==> src/rtl/sub_cia_pkg.sv <==
// Shared types and sizing helpers for the sliced carry-increment subtractor.
package sub_cia_pkg;

    typedef enum logic [1:0] {
        IDLE = 2'd0,
        BUSY = 2'd1,
        DONE = 2'd2
    } state_t;

    function automatic int unsigned nchunk(input int unsigned width, input int unsigned chunk);
        return (chunk == 0) ? 0 : width / chunk;
    endfunction

    // Slice-index width: clog2 of the slice count, never narrower than one bit.
    function automatic int unsigned idx_width(input int unsigned n);
        int unsigned w;
        w = $clog2(n);
        return (w < 1) ? 1 : w;
    endfunction

    localparam int unsigned DEF_WIDTH = 32;
    localparam int unsigned DEF_CHUNK = 8;
    localparam int unsigned DEF_IDX_W = idx_width(nchunk(DEF_WIDTH, DEF_CHUNK));

endpackage

==> src/rtl/chunk_sub_cia.sv <==
// Combinational CHUNK-bit slice computing x + ~y + cin as a carry-increment adder:
// a carry-free base sum, then a conditional increment by cin.
module chunk_sub_cia #(
    parameter int unsigned CHUNK = 8
) (
    input  logic [CHUNK-1:0] x,
    input  logic [CHUNK-1:0] y,
    input  logic             cin,
    output logic [CHUNK-1:0] s,
    output logic             cout
);

    logic [CHUNK:0] base;

    assign base = {1'b0, x} + {1'b0, ~y};
    assign s    = base[CHUNK-1:0] + CHUNK'(cin);
    // The increment carries out only when the base sum is all ones.
    assign cout = base[CHUNK] | (cin & (&base[CHUNK-1:0]));

endmodule

==> src/rtl/sub_nbit_cia_seq.sv <==
// Multi-cycle WIDTH-bit subtractor a - b - bin, one CHUNK-bit slice per clock,
// LSB first, with a registered borrow chain and valid/ready handshakes.
module sub_nbit_cia_seq
    import sub_cia_pkg::*;
#(
    parameter int unsigned WIDTH = DEF_WIDTH,
    parameter int unsigned CHUNK = DEF_CHUNK
) (
    input  logic             clk,
    input  logic             rst,
    input  logic             in_valid,
    output logic             in_ready,
    input  logic [WIDTH-1:0] a,
    input  logic [WIDTH-1:0] b,
    input  logic             bin,
    output logic             out_valid,
    input  logic             out_ready,
    output logic [WIDTH-1:0] diff,
    output logic             bout,
    output logic             ovf
);

    localparam int unsigned NCHUNK = nchunk(WIDTH, CHUNK);
    localparam int unsigned IDX_W  = idx_width(NCHUNK);
    localparam logic [IDX_W-1:0] LAST_IDX = IDX_W'(NCHUNK - 1);

    generate
        if (CHUNK == 0) begin : g_bad_chunk
            $error("sub_nbit_cia_seq: CHUNK must be at least 1");
        end else if (WIDTH % CHUNK != 0) begin : g_bad_width
            $error("sub_nbit_cia_seq: WIDTH must be a multiple of CHUNK");
        end
    endgenerate

    state_t           state, state_d;
    logic [WIDTH-1:0] a_q, b_q;
    logic             a_msb, b_msb;
    logic             carry;
    logic [IDX_W-1:0] idx;
    logic             accept, step, last;
    logic [CHUNK-1:0] slice_s;
    logic             slice_cout;

    // Operand registers shift right each step, so the slice always reads bit 0.
    chunk_sub_cia #(.CHUNK(CHUNK)) u_slice (
        .x    (a_q[CHUNK-1:0]),
        .y    (b_q[CHUNK-1:0]),
        .cin  (carry),
        .s    (slice_s),
        .cout (slice_cout)
    );

    // Next-state and datapath strobes.
    always_comb begin
        state_d = state;
        accept  = 1'b0;
        step    = 1'b0;
        last    = 1'b0;
        case (state)
            IDLE: begin
                if (in_valid) begin
                    accept  = 1'b1;
                    state_d = BUSY;
                end
            end
            BUSY: begin
                step = 1'b1;
                if (idx == LAST_IDX) begin
                    last    = 1'b1;
                    state_d = DONE;
                end
            end
            DONE: begin
                if (out_ready) begin
                    state_d = IDLE;
                end
            end
            default: state_d = IDLE;
        endcase
    end

    // State register, handshake flags and datapath.
    always_ff @(posedge clk) begin
        if (rst) begin
            state     <= IDLE;
            in_ready  <= 1'b0;
            out_valid <= 1'b0;
            diff      <= '0;
            bout      <= 1'b0;
            ovf       <= 1'b0;
            idx       <= '0;
            carry     <= 1'b0;
            a_q       <= '0;
            b_q       <= '0;
            a_msb     <= 1'b0;
            b_msb     <= 1'b0;
        end else begin
            state     <= state_d;
            in_ready  <= (state_d == IDLE);
            out_valid <= (state_d == DONE);
            if (accept) begin
                a_q   <= a;
                b_q   <= b;
                a_msb <= a[WIDTH-1];
                b_msb <= b[WIDTH-1];
                carry <= ~bin;
                idx   <= '0;
            end
            if (step) begin
                a_q   <= a_q >> CHUNK;
                b_q   <= b_q >> CHUNK;
                diff  <= (diff >> CHUNK) | (WIDTH'(slice_s) << (WIDTH - CHUNK));
                carry <= slice_cout;
                idx   <= idx + IDX_W'(1);
            end
            if (last) begin
                bout <= ~slice_cout;
                ovf  <= (a_msb != b_msb) && (slice_s[CHUNK-1] != a_msb);
            end
        end
    end

endmodule

==> config.mk <==
export PLATFORM = sky130hd
export DESIGN_NAME = sub_nbit_cia_seq
export DESIGN_NICKNAME = d
export VERILOG_FILES = /design/src/rtl/sub_cia_pkg.sv /design/src/rtl/chunk_sub_cia.sv /design/src/rtl/sub_nbit_cia_seq.sv
export SDC_FILE = /design/constraint.sdc
export NUM_CORES = 1
export LEC_CHECK = 0
export ABC_AREA = 0
export CORE_ASPECT_RATIO = 0.6
export CORE_MARGIN = 2
export CORE_UTILIZATION = 40
export DETAILED_ROUTE_END_ITERATION = 10
export GPL_ROUTABILITY_DRIVEN = 0
export HOLD_SLACK_MARGIN = 0.03
export PLACE_DENSITY = 0.73
export SETUP_SLACK_MARGIN = 0.05
export SYNTH_ARGS = -nofsm -noshare
export SYNTH_HDL_FRONTEND = slang
export SYNTH_SLANG_ARGS = --single-unit
export TNS_END_PERCENT = 1
==> constraint.sdc <==
create_clock -name clk -period 4.1 [get_ports clk]
set_input_delay 1.025 -clock clk [delete_from_list [all_inputs] [get_ports clk]]
set_output_delay 1.025 -clock clk [all_outputs]
set_load 0.01 [all_outputs]
=== Word level (Yosys, flattened, before mapping) ===
Cells that the tools add are included.

* $add $sub $neg: 3
* Multiply operators: 0
* Div/mod/pow operators: 0
* $lt $le $gt $ge: 0
* Equal/unequal tests: 6
* Shift-type cells: 0
* Multiplexer cells: 17
* Bitwise gates (word level): 6
* Reduce and logical (&&, ||, !) cells: 6

{| class="wikitable"
|+ Operator list
! cell !! count
|-
| two-way mux 24 bit || 4
|-
| OR 24 x 32 -> 32 bit || 1
|-
| two-way mux 2 bit || 5
|-
| adder 8 x 8 -> 9 bit || 1
|-
| adder 8 x 1 -> 8 bit || 1
|-
| inverter 8 bit || 1
|-
| AND reduction 8 bit || 1
|-
| two-way mux 1 bit || 7
|-
| equality test 2 bit (second input constant) || 3
|-
| one-hot mux 2 bit (3 select lines) || 1
|-
| logical NOT 2 bit || 2
|-
| adder 2 x 1 -> 2 bit (second input constant) || 1
|-
| equality test 2 x 1 -> 1 bit (second input constant) || 1
|-
| != test 1 bit || 2
|-
| inverter 1 bit || 2
|-
| nonzero test 2 bit || 1
|-
| OR reduction 2 bit || 1
|-
| AND 1 bit || 1
|-
| logical AND 1 bit || 1
|-
| OR 1 bit || 1
|}

* Register bits: 107
* Latch bits: 0
* Memory bits (writable): 0
* Bits in read-only memories: 0
* Input bits: 69
* Output and inout port bits: 36
* Memories kept: 0

=== Longest topological paths before layout ===
* Depth in word-level cells: 6
* Gate-level depth with buffers: 10
* Depth with buffers taken out: 9

=== Cells and area by module ===
Synthesis repeated with hierarchy kept, for this count alone.

* Cells, all modules: 534
* Area total of the unflattened synthesis: 4870.9 um2

{| class="wikitable"
|+ By module, submodules not included
! module !! times used !! cells each !! area each (um2) !! sequential area each (um2)
|-
| sub_nbit_cia_seq || 1 || 471 || 4386.7 || 2142.1
|-
| chunk_sub_cia || 1 || 63 || 484.2 || 0.0
|}

=== Least setup slack after synthesis ===
OpenSTA, ideal clock, no wires.

* Kind: register to register
* From: reg b_q[0]
* To: reg ovf
* Library setup time: 120 ps
* Arrival time: 2516 ps
* Setup slack: 1464 ps
* Cell stages (with the launch flop): 11
* Buffers on the path: 1
* Period minus slack after synthesis: 2636 ps
* Cells stage by stage: dfxtp_1 inv_1 ha_1 fa_1 buf_6 xnor2_4 or4_4 a211oi_4 o211ai_2 and4b_1 o31a_1

* Word-level cells in the longest chain between the ends: 5

{| class="wikitable"
|+ Ends and longest elaborated chain
! element !! RTL line !! RTL
|-
| from (decl) || sub_nbit_cia_seq.sv:36 || <nowiki>logic [WIDTH-1:0] a_q, b_q;</nowiki>
|-
| from (signal assigned) || sub_nbit_cia_seq.sv:111 || <nowiki>b_q <= b_q >> CHUNK;</nowiki>
|-
| inverter 8 bit || chunk_sub_cia.sv:15 || <nowiki>assign base = {1'b0, x} + {1'b0, ~y};</nowiki>
|-
| adder 8 x 8 -> 9 bit || chunk_sub_cia.sv:15 ||
|-
| adder 8 x 1 -> 8 bit || chunk_sub_cia.sv:16 || <nowiki>assign s = base[CHUNK-1:0] + CHUNK'(cin);</nowiki>
|-
| != test 1 bit || sub_nbit_cia_seq.sv:118 || <nowiki>ovf <= (a_msb != b_msb) && (slice_s[CHUNK-1] != a_msb);</nowiki>
|-
| logical AND 1 bit || sub_nbit_cia_seq.sv:118 ||
|-
| to (signal assigned) || sub_nbit_cia_seq.sv:118 ||
|-
| to (decl) || sub_nbit_cia_seq.sv:20 || <nowiki>output logic ovf</nowiki>
|}

Every way passes these cells.
A chain may end at the register's enable or synchronous reset.

=== Final worst setup path ===
Ends and elaborated chain as after synthesis.

==> flow_metrics.env <==
export IMPL_syn_nets=690
export IMPL_tightest_slew_ns=0.885
export IMPL_routed_via_count=4356
export IMPL_avgSynthCellArea_um2=7.80
export IMPL_period_minus_slack_ns=2.89
export IMPL_n_antenna_cell=0
export IMPL_ys_async_sr_fraction=0
export IMPL_ir_drop_mv=0.241
export IMPL_critPathKind="flip-flop to flip-flop"
export IMPL_p_clk_frac=0.345
export IMPL_cts_max_level=3
export IMPL_cts_buffers=9
export IMPL_area_growth_pct=30.5
export IMPL_cts_tree="built"
export IMPL_grt_pass1_vias=4202
export IMPL_grt_use_total=0.206
export IMPL_crit_path_end_kind="flip-flop"
export IMPL_antenna_found_initial=0
export IMPL_grt_ovfl_total=0
export IMPL_combinationalPowerShare=0.207
export IMPL_max_cap_violations=0
export IMPL_hold_path_end="b_q[29]$_SDFFE_PP0P_"
export IMPL_slew_viol_final=0
export IMPL_fmax_mhz=346
export IMPL_cts_root_buf="clkbuf_16"
export IMPL_io_pins=105
export IMPL_grt_max_degree=57
export IMPL_outcome="completed"
export IMPL_synth_cell_types=44
export IMPL_io_buffers=104
export IMPL_path_cells="inv_1, ha_1, fa_1, xnor2_4, or4_4, a211oi_4, o211ai_2, and4b_1, o31a_1"
export IMPL_min_period_over_period=0.705
export IMPL_r2r_start="b_q[0]$_SDFFE_PP0P_"
export IMPL_start_kind="flip-flop"
export IMPL_power_density_nw_per_um2=417
export IMPL_worstPathMaxFanout=6
export IMPL_setup_violations=0
export IMPL_clock_sinks=107
export IMPL_min_path_type="flip-flop to flip-flop"
export IMPL_worstPathArrival_ns=3.13
export IMPL_die_w_um=145
export IMPL_synth_ff_type="dfxtp_1"
export IMPL_hold_slack_ns=0.456
export IMPL_die_y_um=88.4
export IMPL_holdCritStartpoint="b_q[29]$_SDFFE_PP0P_"
export IMPL_hold_path_depth=2
export IMPL_clk_pin_slew_worst_paths_ns=0.07
export IMPL_wl_per_cell_um=14.8
export IMPL_grt_pass1_wl_um=20600
export IMPL_slowest_delay_ns=0.54
export IMPL_cts_repair_resize_count=0
export IMPL_dp_hpwl_um=9060
export IMPL_clockBufferDepth=2
export IMPL_nNetsFinal=763
export IMPL_design_core_area_um2=11400
export IMPL_dieArea_um2=12800
export IMPL_synth_top_area_share=0.451
export IMPL_swShare=0.285
export IMPL_rows=30
export IMPL_clock_latency_ns=0.35
export IMPL_routed_wl_um=12500
export IMPL_synth_edf_count=0
export IMPL_cpMaxStageDelayCell="fa_1"
export IMPL_viasPerCell=5.14
export IMPL_r2r_setup_slack_ns=1.21
export IMPL_skew_ns=0.00969
export IMPL_power_switching_uw=737
export IMPL_synth_warnings=0
export IMPL_finalSetupTns_ns=0
export IMPL_netlist_top_cells_area="dfxtp_1, nand2_1, a311oi_1"
export IMPL_rsz0062_at_grt="false"
export IMPL_p_leak_nw=2.28
export IMPL_initial_core_util=0.415
export IMPL_drive_above_1_share=0.0539
export IMPL_netlist_area_um2=4750
export IMPL_ff2ff_path_depth=9
export IMPL_crit_required_ns=4.34
export IMPL_synth_seq_cells=107
export IMPL_fillers=1016
export IMPL_seqPwrFrac=0.448
export IMPL_p_int_mw=1.85
export IMPL_synth_largest_area_cell="dfxtp_1"
export IMPL_post_cts_buffers=0
export IMPL_drtIter0Drc=334
export IMPL_drtAntennaViolNets=0
export IMPL_design_area_um2=6200
export IMPL_drc=0
export IMPL_relSlewSlack=0.410
export IMPL_regToRegEndpoint="ovf$_SDFFE_PP0P_"
export IMPL_hold_violations=0
export IMPL_hold_buffers=0
export IMPL_syn_inst=609
export IMPL_ys_seq_area_frac=0.451
export IMPL_place_area_um2=5890
export IMPL_drt_pass1_iterations=5
## cell usage after synthesis (2+ instances only)
| cell | count |
|---|---|
| xnor2_1 | 9 |
| nand2_1 | 193 |
| a21oi_1 | 58 |
| xor2_1 | 2 |
| buf_1 | 5 |
| or3b_2 | 2 |
| and4b_1 | 2 |
| nand3_1 | 4 |
| inv_1 | 9 |
| a311oi_1 | 50 |
| nor2_1 | 63 |
| nand2b_1 | 4 |
| ha_1 | 11 |
| nor4_1 | 2 |
| nor2b_1 | 5 |
| or3_1 | 2 |
| dfxtp_1 | 107 |
| o21ai_0 | 4 |
| a211oi_1 | 9 |
| nor3b_1 | 2 |
| clkbuf_1 | 43 |
## sequential cells by signal, indices dropped and copies added (netlist names), 2 cells and up
signal	count
a_q	32
b_q	32
diff	32
idx	2
state	2
## worst max path at each step
stage | from | end | slack [ns]
2_1_floorplan | b_q[0]$_SDFFE_PP0P_ | ovf$_SDFFE_PP0P_ | 1.46
3_3_place_gp | in_valid | carry$_SDFFE_PP0P_ | 1.26
3_5_place_dp | in_valid | carry$_SDFFE_PP0P_ | 1.23
4_1_cts | b_q[0]$_SDFFE_PP0P_ | ovf$_SDFFE_PP0P_ | 1.21
5_1_grt | b_q[0]$_SDFFE_PP0P_ | ovf$_SDFFE_PP0P_ | 1.07
6_report | b_q[0]$_SDFFE_PP0P_ | ovf$_SDFFE_PP0P_ | 1.21
## power groups by stage
stage	Sequential, mW	Combinational (mW)	Clock [mW]
6_report	1.16	0.537	0.893
5_1_grt	1.17	0.594	0.951
4_1_cts	1.16	0.535	0.906
3_5_place_dp	1.18	0.530	0
3_3_place_gp	1.18	0.514	0
2_1_floorplan	1.18	0.352	0
## area by class of cell
cell class	instances	area, µm²	area share
clock buffer	10	239	0.0385
timing repair buffer	113	1130	0.182
clock inverter	6	68.8	0.0111
inverter	9	33.8	0.00545
sequential	107	2140	0.345
tap	160	200	0.0323
multi-input combinational	442	2390	0.385
## per-stage QoR
stage	setup WS [ns]	util	total power [mW]	cells
global route	1.07	0.542	2.71	847
finish	1.21	0.542	2.59	847
detailed placement	1.23	0.515	1.71	831
floorplan	1.46	-	1.53	609
CTS	1.21	0.542	2.60	847
global placement	1.26	0.515	1.70	831
## cell families (layout without fill, tap and decap cells)
| kind of cell | Yosys count | in the layout | synth area share |
|---|---|---|---|
| AND/OR/NAND/NOR | 286 | 286 | 0.245 |
| AO/OA/AOI/OAI | 132 | 132 | 0.195 |
| flip-flops | 107 | 107 | 0.451 |
| buffers and inverters | 60 | 138 | 0.0500 |
| adder cells (fa/ha/maj) | 12 | 12 | 0.0332 |
| XOR/XNOR | 12 | 12 | 0.0261 |
## layout by cell type, fill, tap and decap left out, types with 3 or more instances in the layout
cell	netlist	layout
nor2b_1	5	4
nor2_1	63	62
o21ai_0	4	4
inv_1	9	9
buf_4	1	7
a211oi_1	9	9
a311oi_1	50	50
clkbuf_16	0	9
clkdlybuf4s50_1	0	103
nand2_1	193	193
dfxtp_1	107	107
a21oi_1	58	58
nand2b_1	4	3
xnor2_1	9	9
ha_1	11	11
nand3_1	4	4
## worst max-delay path, delay by kind of cell, from the launching register on
| family | cells | cell delay, ns |
|---|---|---|
| fa+ha+maj | 2 | 0.74 |
| flops | 1 | 0.33 |
| simple gates | 2 | 0.72 |
| buf+inv | 1 | 0.05 |
| xor+xnor | 1 | 0.23 |
| compound gates | 3 | 0.72 |
## metal layers
layer,vias up,track usage,part of all wire
li1,2223,-,-
met3,10,0.0525,0.055
met5,-,0,0
met4,0,0.0494,0.0093
met2,121,0.322,0.45
met1,2002,0.288,0.49
Note: power is estimated with default switching activity, not from simulation.
